`src/rtl/seq_detector_param.sv`:
```
// seq_detector_param
//   Runtime-programmable serial bit-pattern detector. Compares the most recent
//   len valid bits against a programmable pattern and emits a registered
//   one-cycle pulse on a match. Reset defaults reproduce the legacy 1101
//   overlapping Moore detector.
//
// Ports
//   clk          rising-edge clock
//   reset        asynchronous, active-high reset
//   cfg_load     latch cfg_pattern/cfg_len/cfg_overlap on this edge
//   cfg_pattern  pattern, right-aligned; bit[len-1] is the first bit received
//   cfg_len      pattern length, legal range 1..MAX_LEN
//   cfg_overlap  1 = overlapping matches, 0 = each match needs len fresh bits
//   cfg_err      one-cycle pulse when a load is rejected (illegal length)
//   din_valid    qualifies din
//   din          serial data bit
//   count_clr    synchronous clear of match_count (wins over an increment)
//   detected     one-cycle match pulse, the cycle after the final pattern bit
//   match_count  saturating count of matches
module seq_detector_param #(
   parameter int unsigned        MAX_LEN     = 8,
   parameter int unsigned        CNT_W       = 16,
   parameter logic [MAX_LEN-1:0] DEF_PATTERN = 8'b0000_1101,
   parameter int unsigned        DEF_LEN     = 4,
   parameter bit                 DEF_OVERLAP = 1'b1,
   localparam int unsigned       LEN_W       = $clog2(MAX_LEN + 1)
) (
   input  logic               clk,
   input  logic               reset,
   input  logic               cfg_load,
   input  logic [MAX_LEN-1:0] cfg_pattern,
   input  logic [LEN_W-1:0]   cfg_len,
   input  logic               cfg_overlap,
   output logic               cfg_err,
   input  logic               din_valid,
   input  logic               din,
   input  logic               count_clr,
   output logic               detected,
   output logic [CNT_W-1:0]   match_count
);

   logic [MAX_LEN-1:0] pat_q;
   logic [LEN_W-1:0]   len_q;
   logic               overlap_q;
   logic [MAX_LEN-1:0] hist;
   logic [LEN_W-1:0]   fill;

   logic [MAX_LEN-1:0] mask;
   logic [LEN_W:0]     fill_inc;
   logic               match;
   logic               take;
   logic               hit;
   logic               cfg_ok;

   // mask selects the low len_q bits; pattern bits above len-1 never compare.
   always_comb begin
      mask = '0;
      for (int unsigned i = 0; i < MAX_LEN; i++) begin
         mask[i] = (LEN_W'(i) < len_q);
      end
   end

   // Match is judged on the incoming bit, so {hist, din} is the window that
   // will exist after this edge. The extra top bit is masked off.
   always_comb begin
      fill_inc = {1'b0, fill} + (LEN_W + 1)'(1);
      match    = ((({hist, din}) ^ {1'b0, pat_q}) & {1'b0, mask}) == '0
                 && (fill_inc >= {1'b0, len_q});
      take     = din_valid && !cfg_load;
      hit      = take && match;
      cfg_ok   = (cfg_len != '0) && (cfg_len <= LEN_W'(MAX_LEN));
   end

   always_ff @(posedge clk or posedge reset) begin
      if (reset) begin
         pat_q       <= DEF_PATTERN;
         len_q       <= LEN_W'(DEF_LEN);
         overlap_q   <= DEF_OVERLAP;
         hist        <= '0;
         fill        <= '0;
         detected    <= 1'b0;
         cfg_err     <= 1'b0;
         match_count <= '0;
      end else begin
         detected <= 1'b0;
         cfg_err  <= 1'b0;

         if (cfg_load) begin
            // A load edge never consumes din, accepted or not.
            if (cfg_ok) begin
               pat_q     <= cfg_pattern;
               len_q     <= cfg_len;
               overlap_q <= cfg_overlap;
               hist      <= '0;
               fill      <= '0;
            end else begin
               cfg_err <= 1'b1;
            end
         end else if (din_valid) begin
            hist     <= {hist[MAX_LEN-2:0], din};
            detected <= match;
            if (match && !overlap_q) begin
               fill <= '0;
            end else if (fill != LEN_W'(MAX_LEN)) begin
               fill <= fill + LEN_W'(1);
            end
         end

         if (count_clr) begin
            match_count <= '0;
         end else if (hit && (match_count != '1)) begin
            match_count <= match_count + CNT_W'(1);
         end
      end
   end

endmodule

```
`config.mk`:
```
export PLATFORM = sky130hd
export DESIGN_NAME = seq_detector_param
export DESIGN_NICKNAME = d
export VERILOG_FILES = /design/src/rtl/seq_detector_param.sv
export SDC_FILE = /design/constraint.sdc
export NUM_CORES = 1
export LEC_CHECK = 0
export ABC_AREA = 1
export BUFFER_PORTS_ARGS = -buffer_cell sky130_fd_sc_hd__clkbuf_2
export CORE_MARGIN = 8
export CORE_UTILIZATION = 61
export CTS_CLUSTER_SIZE = 10
export DETAILED_ROUTE_END_ITERATION = 6
export GPL_ROUTABILITY_DRIVEN = 0
export GPL_TIMING_DRIVEN = 1
export PLACE_DENSITY = 0.85
export SLEW_MARGIN = 20
export SYNTH_ARGS = -nofsm -noshare
export SYNTH_HDL_FRONTEND = slang
export SYNTH_SLANG_ARGS = --single-unit
```
`constraint.sdc`:
```
create_clock -name clk -period 4.99 [get_ports clk]
set_clock_uncertainty 0.1 [all_clocks]
set_input_delay 0.7485 -clock clk [delete_from_list [all_inputs] [get_ports clk]]
set_output_delay 0.7485 -clock clk [all_outputs]
set_load 0.01 [all_outputs]
```
==> results by group <==
Floorplanning
  • Number of I/O pins: 37
  • Die W: 79.9 um
  • Die height: 79.9 um
  • Row count: 23
  • Initial core utilization: 0.628
  • Area of the die: 6390 um^2
  • Core Region: 3970 um^2

Cells and area
  • Filler instances: 331
  • Antenna cells: 0
  • P&R area growth vs syn: 11.8%
  • Layout cell share with drive strength beyond 1: 0.155
  • Nets: 393

Clock network
  • CTS tree: built
  • Clock Sinks: 42
  • Reg clk slew, reported paths: 80 ps
  • Clock Root Buffer: clkbuf_8
  • Hold buffer count at cts: 0
  • Cts bufs inserted: 5
  • Worst-Skew Late Latency: 290 ps
  • CTS resizes: 0
  • Post-CTS Setup Bufs: 0
  • H-Tree Depth: 2
  • CTS Buffer Depth: 2

Global route
  • GRT overflow: 0
  • GRT Util Overall: 0.178
  • Number of global-route vias before repair: 2,213
  • First-pass GRT wire length: 9.21 mm
  • Largest net degree at the start of global routing: 43
  • Initial antenna violation count: 0

Logic synthesis
  • Sequential element share of the synthesized area: 0.424
  • Post-Synth Simple-Gate Area: 0.344
  • Syn_area_per_cell: 7.51 um^2
  • Syn_nets: 358
  • Post-synth EDFFs: 0
  • Top-area cell type share of the netlist area: 0.371
  • Main flop type after synthesis: dfrtp_1
  • Synth Area in Compound Gates: 0.0492
  • Mux share of post-synthesis cell area: 0
  • Post-synthesis cell area: 2490 um^2
  • Synth Register Bits: 42
  • Syn Inst Count: 332
  • Post-synth ARST share: 1.00
  • Synth Area in Adders: 0.0351
  • Top area cells in the synthesized netlist: dfrtp_1 37%, nand2_1 15%, nand3_1 7.6%, inv_1 7.4%, dfstp_2 5.3%
  • Post-Synth XOR/XNOR Area: 0.0527
  • Cell taking the most area after synthesis: dfrtp_1
  • Largest family of logic cells by synthesized area: simple AND/OR/NAND/NOR gates
  • Syn. warnings: 0
  • Synth cell types: 28

STA
  • Final cycle utilization of the critical path: 0.522
  • RSZ-0062 raised after global routing: false
  • Final hold slack: 410 ps
  • Fin. max-slew vios: 0
  • Max Clk Rate: 384 MHz
  • Crit path time final: 2610 ps
  • Final Hold Vio Count: 0
  • Max-slew headroom: 0.446
  • Final setup violating endpoints: 0
  • Setup TNS: 0 ps
  • Least-Margin Pin Slew: 830 ps

Pwr
  • Pleak: 1.60 nW
  • Maximum vdd drop: 0.203 mV
  • Power Total: 0.000795 W
  • Power per cell area: 285 nW/um^2

Hold path
  • Class of the worst hold path: reg2reg

Critical path
  • Crit path max-delay family: simple AND/OR/NAND/NOR gates
  • Worst Path Max Fanout: 17
  • WS Path Type: reg2reg
  • Crit. End Element: register
  • Worst path arrival time: 2680 ps
  • Worst path slowest cell: dfrtp_1
  • Critical Path Max Stage Delay: 450 ps
  • CP Buf/Inv Count: 0
  • Worst-path cell chain: ha_1 -> xor2_1 -> ha_1 -> nand2_1 -> nor2_1 -> nand2_1 -> nand4_1 -> nand3_1 -> nor2_4 -> nand2_4 -> nand3_1 -> o21ai_0
  • CP Data Required Time: 5060 ps
  • Crit start category: register

Place
  • I/O Buffers: 36
  • Post-DP HPWL: 3.94 mm

Flow run
  • Max-cap violation count: 0

Routing
  • Post-route DRC: 0
  • DRT iter0 DRCs: 149
  • Routed length per instance: 13.0 um
  • Via count: 2,275
  • First-pass DRT Iterations: 4
  • Post-Route WL: 5.44 mm
  • Vias/cell: 5.44
  • ANT nets after route: 0

Status
  • Status: complete, no violations
## final timing paths
path	startpoint	to	slack, ps	depth (start not counted)
max in group asynchronous	reset	len_q[2]	3970	3
min in group asynchronous	reset	hist[5]	450	3
min	overlap_q	overlap_q	410	2
min reg2reg	overlap_q	overlap_q	410	2
max reg2reg	fill[0]	match_count[1]	2380	12
max	fill[0]	match_count[1]	2380	12
## synthesized netlist by cell type, types with 2 or more instances
| cell | number |
|---|---|
| inv_2 | 2 |
| ha_1 | 7 |
| nand2_1 | 98 |
| nand3_1 | 38 |
| inv_1 | 49 |
| dfrtp_1 | 37 |
| nor2_1 | 21 |
| xor2_1 | 14 |
| dfstp_2 | 5 |
| nor2_2 | 2 |
| clkbuf_1 | 6 |
| o22ai_1 | 8 |
| o21ai_0 | 12 |
| nand4_1 | 19 |
## state kept, by name, indices dropped and copies added, names as in the netlist
signal and cells:
match_count 16, pat_q 8, hist 7, fill 4
len_q 4, cfg_err 1, detected 1, overlap_q 1
## final cells by class
class / count / area, um^2 / area share
Sequential cell: 42 / 1060 / 0.379
Multi-Input combinational cell: 230 / 1200 / 0.430
Timing Repair Buffer: 37 / 188 / 0.0673
Tap cell: 50 / 62.6 / 0.0224
Inverter: 51 / 191 / 0.0687
Clock buffer: 8 / 90.1 / 0.0323
## where the power goes
group	internal (W)	total [W]	switching, W
sequential	0.000371	0.000393	0.0000216
clock	0.000113	0.000227	0.000115
combinational	0.0000638	0.000175	0.000111
total	0.000548	0.000795	0.000247
## routing by layer
metal,global-route usage,vias to the layer above,share of wire
met5,0,-,0
met1,0.208,1072,0.43
met4,0.0655,0,0.016
li1,-,1139,-
met2,0.304,56,0.50
met3,0.0473,8,0.054
## kinds of logic after synthesis
| logic type | count (synthesis) |
|---|---|
| compound gates | 22 |
| xor+xnor | 15 |
| fa+ha+maj | 7 |
| buf+inv | 60 |
| flops | 42 |
| simple gates | 186 |
## layout by cell type (no fill, tap or decap), types with 2 or more instances in the layout
cell type  synthesis  layout
o21ai_0           12      12
nand2_1           98      98
nor2_2             2       2
o22ai_1            8       8
dfstp_2            5       5
nor2_1            21      21
ha_1               7       7
inv_1             49      49
clkbuf_2           0      36
xor2_1            14      14
nand3_1           38      38
dfrtp_1           37      37
nand4_1           19      19
clkbuf_1           6       2
clkbuf_8           0       6
inv_2              2       2
## worst min-delay path, stage by stage (launching register included)
cell and delay, ps:
dfstp_2 370, inv_1 50, o21ai_0 80
## through the flow
step,instances,utilization,area [um^2],setup slack (ps)
after global placement,410,0.679,2700,2500
after CTS,418,0.702,2790,2400
after global routing,418,0.702,2790,2100
final,418,0.702,2790,2380
after floorplan,332,-,2490,2780
after detailed placement,410,0.679,2700,2420
No activity file was read; power rests on OpenSTA's default activity.
